File: config.mk
export PLATFORM = sky130hd
export DESIGN_NAME = wwm_projectile
export DESIGN_NICKNAME = d
export VERILOG_FILES = /design/src/rtl/wwm_pkg.sv /design/src/rtl/wwm_projectile.sv
export SDC_FILE = /design/constraint.sdc
export NUM_CORES = 1
export LEC_CHECK = 0
export CAP_MARGIN = 20
export CORE_MARGIN = 2
export CORE_UTILIZATION = 58
export CTS_BUF_LIST = sky130_fd_sc_hd__clkbuf_16
export CTS_CLUSTER_DIAMETER = 40
export DETAILED_ROUTE_END_ITERATION = 8
export PLACE_DENSITY = 0.92
export SLEW_MARGIN = 30
export SYNTH_ARGS = -nofsm -noshare
export SYNTH_HDL_FRONTEND = slang
export SYNTH_SLANG_ARGS = --single-unit
File: constraint.sdc
create_clock -name clk -period 3.7 [get_ports clk]
set_input_delay 0.555 -clock clk [delete_from_list [all_inputs] [get_ports clk]]
set_output_delay 0.555 -clock clk [all_outputs]
set_load 0.005 [all_outputs]
File: src/rtl/wwm_pkg.sv
// wwm_pkg: shared definitions for the projectile flight engine.
//   - one-hot flight state encodings
//   - coordinate / position / velocity widths
//   - play-field bounds and target box
//   - small combinational helpers for outcome checks, clamping and saturation
package wwm_pkg;

  localparam int unsigned COORD_W = 10;  // on-screen coordinate width
  localparam int unsigned POS_W   = 13;  // signed working width for x'/y'
  localparam int unsigned VEL_W   = 8;   // signed velocity register width
  localparam int unsigned IN_W    = 4;   // signed launch velocity / wind width

  typedef enum logic [3:0] {
    ST_IDLE   = 4'b0001,
    ST_FLIGHT = 4'b0010,
    ST_HIT    = 4'b0100,
    ST_MISS   = 4'b1000
  } state_e;

  // Play-field bounds: reaching or passing any of these is a miss.
  localparam logic signed [POS_W-1:0] FIELD_X_MIN = 13'sd160;
  localparam logic signed [POS_W-1:0] FIELD_X_MAX = 13'sd775;
  localparam logic signed [POS_W-1:0] FIELD_Y_MIN = 13'sd50;
  localparam logic signed [POS_W-1:0] FIELD_Y_MAX = 13'sd475;

  // Target box, inclusive on all sides.
  localparam logic signed [POS_W-1:0] TGT_X_LO = 13'sd650;
  localparam logic signed [POS_W-1:0] TGT_X_HI = 13'sd675;
  localparam logic signed [POS_W-1:0] TGT_Y_LO = 13'sd470;
  localparam logic signed [POS_W-1:0] TGT_Y_HI = 13'sd475;

  localparam logic signed [POS_W-1:0] COORD_MAX = 13'sd1023;

  // Target box test on a freshly integrated position.
  function automatic logic in_target(input logic signed [POS_W-1:0] x,
                                     input logic signed [POS_W-1:0] y);
    return (x >= TGT_X_LO) && (x <= TGT_X_HI) && (y >= TGT_Y_LO) && (y <= TGT_Y_HI);
  endfunction

  // Field exit test; negative coordinates fall under the <= minimum terms.
  function automatic logic out_of_field(input logic signed [POS_W-1:0] x,
                                        input logic signed [POS_W-1:0] y);
    return (x >= FIELD_X_MAX) || (x <= FIELD_X_MIN) ||
           (y >= FIELD_Y_MAX) || (y <= FIELD_Y_MIN);
  endfunction

  // Clamp a signed working position into the visible coordinate range.
  function automatic logic [COORD_W-1:0] clamp_coord(input logic signed [POS_W-1:0] v);
    if (v < 0)              return '0;
    else if (v > COORD_MAX) return '1;
    else                    return v[COORD_W-1:0];
  endfunction

  // Saturate a one-bit-wider velocity result back into the velocity register range.
  function automatic logic signed [VEL_W-1:0] sat_vel(input logic signed [VEL_W:0] v);
    if (v > 9'sd127)       return 8'sd127;
    else if (v < -9'sd128) return -8'sd128;
    else                   return v[VEL_W-1:0];
  endfunction

endpackage

File: src/rtl/wwm_projectile.sv
// wwm_projectile: projectile flight engine for the worms-style game.
// Latches a launch velocity on Fire, integrates position with gravity on each
// frame Tick, and reports the outcome as a one-cycle Hit or Miss pulse.
// Optional feature: define WWM_PROJ_WIND_EN to add the Wind port, which
// accelerates vxCur by Wind every Tick in flight (saturating).
// Ports:
//   clk                in   system clock
//   Reset_n            in   asynchronous active-low reset
//   Tick               in   one-cycle frame strobe
//   Fire               in   one-cycle launch request (honoured only when idle)
//   vX, vY             in   signed launch velocity, px/Tick (+X right, +Y up)
//   Wind               in   signed wind (WWM_PROJ_WIND_EN only)
//   projectileCenterX  out  current centre X, clamped to [0,1023]
//   projectileCenterY  out  current centre Y, clamped to [0,1023]
//   Active             out  projectile in flight
//   Hit, Miss          out  one-cycle outcome pulses
module wwm_projectile
  import wwm_pkg::*;
#(
  parameter int unsigned START_X = 200,
  parameter int unsigned START_Y = 440,
  parameter int unsigned GRAVITY = 1
) (
  input  logic               clk,
  input  logic               Reset_n,
  input  logic               Tick,
  input  logic               Fire,
  input  logic [IN_W-1:0]    vX,
  input  logic [IN_W-1:0]    vY,
`ifdef WWM_PROJ_WIND_EN
  input  logic [IN_W-1:0]    Wind,
`endif
  output logic [COORD_W-1:0] projectileCenterX,
  output logic [COORD_W-1:0] projectileCenterY,
  output logic               Active,
  output logic               Hit,
  output logic               Miss
);

  state_e                    state_q, state_d;
  logic [COORD_W-1:0]        cx_q, cx_d, cy_q, cy_d;
  logic signed [VEL_W-1:0]   vx_q, vx_d, vy_q, vy_d;

  logic signed [POS_W-1:0]   x_new, y_new;
  logic signed [VEL_W:0]     vy_grav;
`ifdef WWM_PROJ_WIND_EN
  logic signed [VEL_W:0]     vx_wind;
`endif

  // State and datapath registers.
  always_ff @(posedge clk or negedge Reset_n) begin
    if (!Reset_n) begin
      state_q <= ST_IDLE;
      cx_q    <= COORD_W'(START_X);
      cy_q    <= COORD_W'(START_Y);
      vx_q    <= '0;
      vy_q    <= '0;
    end else begin
      state_q <= state_d;
      cx_q    <= cx_d;
      cy_q    <= cy_d;
      vx_q    <= vx_d;
      vy_q    <= vy_d;
    end
  end

  // Candidate next position and velocities; only committed on a Tick in flight.
  // The held centre is always inside the field while flying, so integrating
  // from the clamped 10-bit value is exact.
  always_comb begin
    x_new   = {{(POS_W-COORD_W){1'b0}}, cx_q} + {{(POS_W-VEL_W){vx_q[VEL_W-1]}}, vx_q};
    y_new   = {{(POS_W-COORD_W){1'b0}}, cy_q} - {{(POS_W-VEL_W){vy_q[VEL_W-1]}}, vy_q};
    vy_grav = {vy_q[VEL_W-1], vy_q} - (VEL_W+1)'(GRAVITY);
`ifdef WWM_PROJ_WIND_EN
    vx_wind = {vx_q[VEL_W-1], vx_q} + {{(VEL_W+1-IN_W){Wind[IN_W-1]}}, Wind};
`endif
  end

  // Next-state and datapath update.
  always_comb begin
    state_d = state_q;
    cx_d    = cx_q;
    cy_d    = cy_q;
    vx_d    = vx_q;
    vy_d    = vy_q;
    unique case (state_q)
      ST_IDLE: begin
        if (Fire) begin
          vx_d    = {{(VEL_W-IN_W){vX[IN_W-1]}}, vX};
          vy_d    = {{(VEL_W-IN_W){vY[IN_W-1]}}, vY};
          cx_d    = COORD_W'(START_X);
          cy_d    = COORD_W'(START_Y);
          state_d = ST_FLIGHT;
        end
      end
      ST_FLIGHT: begin
        if (Tick) begin
          cx_d = clamp_coord(x_new);
          cy_d = clamp_coord(y_new);
          vy_d = sat_vel(vy_grav);
`ifdef WWM_PROJ_WIND_EN
          vx_d = sat_vel(vx_wind);
`endif
          // Hit takes priority: the target box touches the lower field edge.
          if (in_target(x_new, y_new))         state_d = ST_HIT;
          else if (out_of_field(x_new, y_new)) state_d = ST_MISS;
        end
      end
      ST_HIT, ST_MISS: state_d = ST_IDLE;
      default:         state_d = ST_IDLE;
    endcase
  end

  // Status outputs are the one-hot state flops themselves.
  assign Active            = state_q[1];
  assign Hit               = state_q[2];
  assign Miss              = state_q[3];
  assign projectileCenterX = cx_q;
  assign projectileCenterY = cy_q;

endmodule

==> summary.txt, run 1 <==
Outcome
  • Status: complete, no violations

Synthesis
  • Share of the synthesized area in the top cell type: 0.204
  • Post-Synthesis Cells: 385
  • Syn_area_per_cell: 8.60 um^2
  • Synthesis Warnings: 0
  • Post-Syn Area: 3310 um^2
  • Ys async rst share: 1.00
  • Prevailing post-synth register cell: dfrtp_1
  • FF+latch count, synth: 36
  • Unique masters post-synth: 73
  • Sequential share of the synthesized area: 0.276
  • Post-Syn Nets: 423
  • Synth top area cells: dfrtp_1, ha_1, dfstp_2
  • Dominant cell type by area after synthesis: dfrtp_1
  • Number of synthesized flops with an enable pin: 0

Run
  • Max Cap Violations: 0

GRT
  • Antenna violations before repair: 0
  • Pin count of the biggest net entering global routing: 37
  • Total grt overflow: 0
  • Total Routing Usage GR: 0.297
  • First-pass GRT wire length: 14900 um
  • Vias in the first global route: 3203

CTS
  • Max Root-Sink Buffers: 2
  • Setup repair bufs after CTS: 0
  • Clk_lat worst skew: 0.28 ns
  • Hold_buf cts: 0
  • Root Buffer: clkbuf_16
  • CTS sink cnt: 36
  • H-Tree Depth: 2
  • # resized after CTS: 0
  • Clock slew at reported path FFs: 0.06 ns
  • CTS tree: done
  • Cts bufs inserted: 5

Setup path
  • Worst R2R Start: vx_q[3]
  • Max FO, Critical Path: 16
  • Worst r2r path cells: 9
  • CP startpoint: vx_q[3]
  • Critical path endpoint category: flip-flop
  • Setup Crit Path Kind: flip-flop to flip-flop
  • Reg-to-reg slack, setup: 0.32 ns
  • R2R Path End: state_q[1]
  • Startpoint Class: flip-flop
  • Worst EP required: 3.89 ns
  • Critical path arrival: 3.57 ns

Routing
  • DR vias: 3356
  • DR iter-0 viols: 342
  • Drc violations: 0
  • Remaining antenna violation count: 0
  • DR WL/cell: 19.0 um
  • WL final: 9350 um
  • DRT Pass-1 Iters: 9
  • Drt via density: 6.81

Floorplanning
  • Core area: 5510 um^2
  • Die area: 6330 um^2
  • I/O pins: 35
  • Vert. Die Dim: 79.5 um
  • Initial Util: 0.601
  • Die X: 79.5 um
  • Rows: 27

STA
  • Slew @ Worst Pin: 0.897 ns
  • Endpoints failing hold: 0
  • Fmax: 0.296 GHz
  • Fin Setup TNS: 0 ns
  • RSZ-0062 raised after global routing: false
  • Worst Skew: 0.00288 ns
  • Final setup fails: 0
  • Max Slew Vio Count: 0
  • Slew margin rel.: 0.397
  • Final period util: 0.913
  • Final min period: 3.38 ns

Hold path
  • Hold Crit Start: vx_q[0]
  • Worst hold path type: flip-flop to flip-flop
  • WHS Endpoint: vx_q[0]
  • Hold depth: 1

Place
  • PortBufs: 34
  • Dpl hpwl: 6700 um
  • GP Congestion: 0.975
  • Placed Area: 3730 um^2

Cells and area
  • Final non-filler cell area: 3890 um^2
  • Most frequent cells in the layout: clkdlybuf4s50_1, nand2_1, nor2_1, dfrtp_1, a21oi_1
  • Inserted Diodes: 0
  • Area Growth Syn to Fin: 17.6%
  • Layout cells sized above 1: 0.107
  • Nets: 458
  • Most common cell after layout, fill and taps aside: clkdlybuf4s50_1
  • Fillers: 402
-- state kept, by name, indices dropped and copies added (netlist names) --
signal / flops
projectileCenterX: 10
projectileCenterY: 10
vy_q: 8
state_q: 4
vx_q: 4
-- layer usage --
layer	GRT usage	share of wire
met4	0.110	0.022
met5	0	0
met3	0.0351	0.084
met1	0.399	0.42
met2	0.492	0.47
-- cell usage after synthesis (2+ instances only) --
cell type,instances
a31o_2,2
xor2_1,5
o211ai_1,4
a21oi_1,26
o22ai_1,3
dfrtp_1,27
or2_2,4
nand3_1,8
a221o_1,3
or3_1,5
nor3_1,10
inv_1,21
nor4_1,6
a31oi_1,2
mux2_2,4
o21a_1,8
nor2b_1,4
a311oi_1,2
xnor2_1,11
a211o_1,4
a21o_1,8
fa_1,2
and3_1,4
nand4_1,5
a22oi_1,2
o21ai_0,25
nor2_1,27
nand2b_1,6
and2_1,6
o311ai_0,2
a211oi_1,6
nand2_1,30
ha_1,24
dfstp_2,9
a2111oi_0,2
a211oi_2,2
o22a_1,10
mux2i_1,4
clkbuf_1,8
o32ai_1,2
a22o_1,9
a221oi_1,2
-- how the worst max path moves through the flow --
stage	to	cells past startpoint
6_report	state_q[1]	9
5_1_grt	state_q[1]	11
4_1_cts	state_q[1]	9
3_5_place_dp	state_q[1]	9
3_3_place_gp	state_q[1]	9
2_1_floorplan	state_q[1]	11
-- area by class of cell --
type                       instances  area [um^2]  share of cell area
clock inverter                     3         38.8             0.00996
tap                               72         90.1              0.0231
timing repair buffer              40          385              0.0990
sequential                        36          912               0.234
multi-input combinational        316         2260               0.581
clock buffer                       5          125              0.0321
inverter                          21         78.8              0.0203
-- metrics by stage --
stage          hold slack, ns  worst slack (ns)   util  instances
2_1_floorplan           0.259             0.509      -        385
3_3_place_gp            0.484             0.425  0.677        485
3_5_place_dp            0.486             0.317  0.677        485
4_1_cts                 0.540             0.270  0.707        493
5_1_grt                 0.547            0.0853  0.707        493
6_report                0.535             0.320  0.707        493
-- cell families (layout without fill, tap and decap cells) --
kind of cell	after synthesis	in the layout	share of synthesized area
buf+inv	33	69	0.0412
fa+ha+maj	26	26	0.103
xor+xnor	16	16	0.0423
flops	36	36	0.276
simple gates	125	125	0.194
mux	8	8	0.0257
compound gates	141	141	0.318
-- critical path, stage by stage (launching register included) --
cell      delay [ns]
dfrtp_1         0.57
ha_1            0.50
o21ai_1         0.14
or2_4           0.27
a311oi_2        0.47
inv_1           0.10
o311ai_0        0.35
nand2_1         0.11
or4_1           0.54
o31ai_2         0.22
Power of run 1 is not shown: default switching activity piles up to over one toggle a cycle in this logic, so the estimate is an artifact.
==> run 2, diff against run 1 <==
==> constraint.sdc (replaced) <==
create_clock -name clk -period 3.27 [get_ports clk]
set_input_delay 0.4905 -clock clk [delete_from_list [all_inputs] [get_ports clk]]
set_output_delay 0.4905 -clock clk [all_outputs]
set_load 0.005 [all_outputs]
==> run 2 against run 1 <==
Effect of this change:
- the run now ends with design-rule violations, negative setup slack left
- core utilization is 4.0 points higher
- clock skew is 0.0021 ns higher
- flip-flop and latch count stayed put
- critical path depth is 4 higher
- die area stayed put
- hold slack worse by 0.029 ns
- count of clock-buffer cells in the layout stayed put
- via count is 6.9% higher
- global-route usage is 2.5 points higher
- register-to-register slack worse by 0.37 ns
- setup slack worse by 0.37 ns
- non-clock buffer count is 18 higher
- critical endpoint is now state_q[3]
==> summary.txt, run 2 (synthesis gave the netlist of run 1 again) <==
Outcome
  • Status: complete, but fails checks
  • Failing checks: design-rule violations, negative setup slack

Floorplanning
  • Core area: 5510 um^2
  • Die X: 79.5 um
  • Die area: 6330 um^2
  • Rows: 27
  • Vert. Die Dim: 79.5 um
  • I/O pins: 35
  • Initial Util: 0.601

GRT
  • Vias in the first global route: 3395
  • Total Routing Usage GR: 0.323
  • Total grt overflow: 0
  • Pin count of the biggest net entering global routing: 37
  • First-pass GRT wire length: 16200 um
  • Antenna violations before repair: 0

Setup path
  • Max FO, Critical Path: 2
  • R2R Path End: state_q[3]
  • Critical-path cell list: inv_2 -> ha_4 -> inv_2 -> fa_2 -> a21o_1 -> a221oi_2 -> buf_4 -> a311oi_2 -> xnor2_1 -> nand2b_1 -> o41ai_2 -> nor4_1 -> a211oi_1
  • Critical path endpoint category: flip-flop
  • Buf/Inv on CP: 3
  • CP max-delay cell: dfrtp_1
  • Setup Crit Path Kind: flip-flop to flip-flop
  • Reg-to-reg slack, setup: -0.05 ns
  • Worst EP required: 3.43 ns
  • Critical path arrival: 3.47 ns
  • CP delay by family, top: compound AO/OA/AOI/OAI gates
  • Max incr delay on CP: 0.42 ns
  • Critical path depth: 13
  • CP most frequent cell: inv_2
  • CP startpoint: projectileCenterY[0]
  • Worst r2r path cells: 13
  • Worst R2R Start: projectileCenterY[0]
  • Startpoint Class: flip-flop
  • Critical Path End: state_q[3]

STA
  • Slew @ Worst Pin: 0.667 ns
  • Endpoints failing hold: 0
  • Setup WS post-layout: -0.0452 ns
  • Final period util: 1.01
  • RSZ-0062 raised after global routing: true
  • Final setup fails: 1
  • Worst Skew: 0.00496 ns
  • Max Slew Vio Count: 0
  • Fmax: 0.302 GHz
  • Slew margin rel.: 0.554
  • Final min period: 3.32 ns

Cells and area
  • Post-Layout Cell Count: 511
  • Layout cells sized above 1: 0.178
  • Area Growth Syn to Fin: 24.3%
  • Inserted Diodes: 0
  • Nets: 476
  • Most frequent cells in the layout: clkdlybuf4s50_1, nand2_1, nor2_1, a21oi_1, dfrtp_1
  • Most common cell after layout, fill and taps aside: clkdlybuf4s50_1

Routing
  • Drc violations: 1
  • DRT Pass-1 Iters: 8
  • Remaining antenna violation count: 0
  • DR iter-0 viols: 529
  • DR WL/cell: 20.3 um
  • Drt via density: 7.02
  • WL final: 10300 um
  • DR vias: 3586

Place
  • GP Congestion: 0.946
  • PortBufs: 34
  • Pre-CTS setup slack: 0.0547 ns
  • Dpl hpwl: 6850 um
  • Cells after DPL: 501

CTS
  • Root Buffer: clkbuf_16
  • H-Tree Depth: 2
  • Max Root-Sink Buffers: 2
  • Clk_lat worst skew: 0.28 ns
  • Clock slew at reported path FFs: 0.06 ns
  • CTS tree: done
  • Cts bufs inserted: 5
  • CTS sink cnt: 36

Run
  • Max Cap Violations: 0

Hold path
  • Worst hold path type: flip-flop to flip-flop
==> run 2: cell count changes in the layout (fill, tap and decap cells not counted), moves of 2 or more <==
cell	previous run	this run
buf_4	6	24
a2111oi_2	1	3
fa_1	2	0
fa_2	0	2
ha_1	24	22
ha_4	0	2
inv_1	22	20
inv_2	0	2
o21ai_0	25	23
o21ai_1	1	3
o311ai_0	2	0
==> run 2: worst min path at each step <==
stage / start / end / slack [ns] / cells past startpoint
6_report: projectileCenterX[2] / projectileCenterX[2] / 0.51 / 2
5_1_grt: projectileCenterX[2] / projectileCenterX[2] / 0.54 / 2
4_1_cts: projectileCenterX[2] / projectileCenterX[2] / 0.51 / 2
3_5_place_dp: projectileCenterX[0] / projectileCenterX[0] / 0.49 / 2
3_3_place_gp: projectileCenterX[0] / projectileCenterX[0] / 0.49 / 2
2_1_floorplan: Reset_n / projectileCenterX[0] / 0.19 / 0
==> run 2: layer usage <==
layer | up-vias | wire [um] | part of all wire | global-route usage
li1 | 1565 | - | - | -
met1 | 1679 | 4300 | 0.42 | 0.433
met2 | 271 | 4610 | 0.45 | 0.513
met3 | 71 | 920 | 0.089 | 0.0554
met4 | 0 | 517 | 0.050 | 0.136
met5 | - | 0 | 0 | 0
==> run 2: worst reg2reg max path, cell delays in order (launching register included) <==
cell	delay, ns
dfrtp_1	0.42
inv_2	0.12
ha_4	0.15
inv_2	0.04
fa_2	0.34
a21o_1	0.22
a221oi_2	0.29
buf_4	0.18
a311oi_2	0.10
xnor2_1	0.36
nand2b_1	0.17
o41ai_2	0.42
nor4_1	0.09
a211oi_1	0.30
==> run 2: what timing repair did <==
action | CTS | global route
hold endpoints to repair | 0 | 0
endpoints found under the setup margin | 1 | 3
setup buffers | 0 | 2
pin swaps | 1 | 9
hold buffers | 0 | 0
gates resized for setup | 4 | 20
==> run 2: cell type report <==
cell class              count  area, um^2
clock inverters             3        38.8
multi-input cells         316        2350
repair buffers             58         520
fillers                   358        1390
inverters                  21        78.8
clock buffers               5         125
well taps                  72        90.1
flip-flops and latches     36         913
==> run 2: metrics by stage <==
step | hold WS, ns | utilization | cell area (um^2) | TNS, ns
2_1_floorplan | 0.195 | - | 3310 | 0
6_report | 0.505 | 0.747 | 4120 | -0.0452
3_3_place_gp | 0.486 | 0.699 | 3850 | 0
5_1_grt | 0.545 | 0.747 | 4120 | -0.227
4_1_cts | 0.512 | 0.731 | 4020 | 0
3_5_place_dp | 0.492 | 0.699 | 3850 | 0
Power of run 2 is left out for the same reason.
==> run 3, diff against run 2 <==
--- a/config.mk
+++ b/config.mk
@@ -11,6 +11,7 @@
 export CTS_BUF_LIST = sky130_fd_sc_hd__clkbuf_16
 export CTS_CLUSTER_DIAMETER = 40
 export DETAILED_ROUTE_END_ITERATION = 8
+export GPL_TIMING_DRIVEN = 0
 export PLACE_DENSITY = 0.92
 export SLEW_MARGIN = 30
 export SYNTH_ARGS = -nofsm -noshare
==> constraint.sdc (replaced) <==
create_clock -name clk -period 3.27 [get_ports clk]
set_input_delay 0.4905 -clock clk [delete_from_list [all_inputs] [get_ports clk]]
set_output_delay 0.4905 -clock clk [all_outputs]
set_load 0.05 [all_outputs]
==> run 3 against run 2 <==
Effect of this change:
- the run now ends clean
- die area stayed put
- flip-flop and latch count unchanged
- cell area is 1.4% higher
- count of clock-buffer cells in the layout unchanged
- maximum frequency up 3.4%
- register-to-register slack gained 0.11 ns
- first-iteration DRC count decreased by 23%
- sequential share of layout area fell by 0.19 points
- via count fell by 0.75%
- hold slack got worse by 0.34 ns
- clock skew down 0.0014 ns
- largest cell class unchanged
- highest routed layer unchanged
==> summary.txt, run 3 (synthesis gave the netlist of run 1 again) <==
Outcome
  • Status: complete, no violations

CTS
  • H-Tree Depth: 2
  • Root Buffer: clkbuf_16
  • Hold_buf cts: 0
  • Max Root-Sink Buffers: 2
  • CTS sink cnt: 36
  • Cts bufs inserted: 5
  • CTS tree: done
  • Clk_lat worst skew: 0.28 ns
  • Clock slew at reported path FFs: 0.06 ns

GRT
  • Pin count of the biggest net entering global routing: 20
  • First-pass GRT wire length: 15500 um
  • Antenna violations before repair: 0
  • Total grt overflow: 0
  • Total Routing Usage GR: 0.308
  • Vias in the first global route: 3213

Routing
  • WL final: 10100 um
  • Met1 WL: 3980 um
  • DRT Pass-1 Iters: 5
  • Wire length on met3: 925 um
  • DR vias: 3559
  • DR iter-0 viols: 405
  • Drc violations: 0
  • DR WL/cell: 19.9 um
  • Remaining antenna violation count: 0
  • Wire length on met2: 4760 um
  • Drt via density: 7.02
  • Top Metal Used: met4

Floorplanning
  • Core area: 5510 um^2
  • Die area: 6330 um^2
  • I/O pins: 35
  • Die X: 79.5 um
  • Rows: 27
  • Vert. Die Dim: 79.5 um
  • Initial Util: 0.601

Run
  • Max Cap Violations: 0

Setup path
  • Critical path endpoint category: flip-flop
  • Worst r2r path cells: 11
  • Setup Crit Path Kind: flip-flop to flip-flop
  • Critical path arrival: 3.43 ns
  • Worst R2R Start: projectileCenterX[0]
  • Startpoint Class: flip-flop
  • Reg-to-reg slack, setup: 0.06 ns
  • Max FO, Critical Path: 4
  • Worst EP required: 3.49 ns
  • R2R Path End: state_q[2]

STA
  • Final period util: 0.981
  • Fmax: 0.312 GHz
  • Max Slew Vio Count: 0
  • Final setup fails: 0
  • Final min period: 3.21 ns
  • Worst Skew: 0.00355 ns
  • Slew @ Worst Pin: 0.878 ns
  • RSZ-0062 raised after global routing: true
  • Fin Setup TNS: 0 ns
  • Endpoints failing hold: 0
  • Slew margin rel.: 0.410

Cells and area
  • Most frequent cells in the layout: clkdlybuf4s50_1, nand2_1, nor2_1, a21oi_1, o21ai_0
  • Nets: 472
  • Area Growth Syn to Fin: 26.1%
  • Inserted Diodes: 0
  • Fillers: 322
  • Layout cells sized above 1: 0.191
  • Most common cell after layout, fill and taps aside: clkdlybuf4s50_1

Place
  • PortBufs: 34
  • GP Congestion: 0.924
  • Dpl hpwl: 6710 um

Hold path
  • Worst hold path type: primary input to asynchronous set/reset pin
## run 3: cell count changes in the layout (fill, tap and decap cells not counted), sizes merged
cell / change
clkdlybuf4s50: -1
clkbuf: +7
bufinv: -1
clkinvlp: +1
inv: -2
clkinv: +2
buf: -10
## run 3: worst max-delay path by stage
stage,from,end,cells after the start
2_1_floorplan,projectileCenterY[0],state_q[1],12
3_3_place_gp,vy_q[7],state_q[1],11
3_5_place_dp,vy_q[7],state_q[1],11
4_1_cts,projectileCenterX[0],state_q[1],10
5_1_grt,vy_q[3],state_q[1],10
6_report,projectileCenterX[0],state_q[2],11
## run 3: critical path, cell delays in order (launching register included)
cell and delay (ns):
dfrtp_1 0.43, ha_4 0.20, fa_2 0.39, a211oi_4 0.35
nor4b_2 0.09, a311oi_2 0.41, inv_1 0.13, buf_4 0.15
nor4_1 0.27, nand4b_1 0.19, a211oi_1 0.35, and2_1 0.17
## run 3: area by class of cell
| class | instances | area (um^2) | area share |
|---|---|---|---|
| Clock inverter | 3 | 13.8 | 0.00330 |
| Tap cell | 72 | 90.1 | 0.0216 |
| Timing Repair Buffer | 44 | 430 | 0.103 |
| Buffer | 10 | 50.0 | 0.0120 |
| Multi-Input combinational cell | 316 | 2460 | 0.590 |
| Clock buffer | 5 | 125 | 0.0300 |
| Sequential cell | 36 | 918 | 0.220 |
| Inverter | 21 | 82.6 | 0.0198 |
## run 3: per-layer routing
layer,track usage,vias to the layer above
li1,-,1559
met1,0.408,1676
met2,0.518,268
met3,0.0385,56
met4,0.105,0
met5,0,-
## run 3: timing repair
| item | in CTS | in global routing |
|---|---|---|
| setup buffers | 2 | 7 |
| pin swaps | 1 | 11 |
| gates resized for setup | 10 | 33 |
| endpoints found under the setup margin | 4 | 11 |
## run 3: metrics by stage
step,setup WS (ns),cell area (um^2),utilization,cells,hold slack [ns]
floorplan,0.00628,3310,-,385,0.195
global placement,-0.466,3740,0.679,491,0.487
detailed placement,-0.551,3760,0.683,492,0.471
CTS,-0.0288,3960,0.720,501,0.178
global route,-0.0396,4170,0.758,507,0.198
finish,0.0624,4170,0.758,507,0.167
Power of run 3 is left out for the same reason.
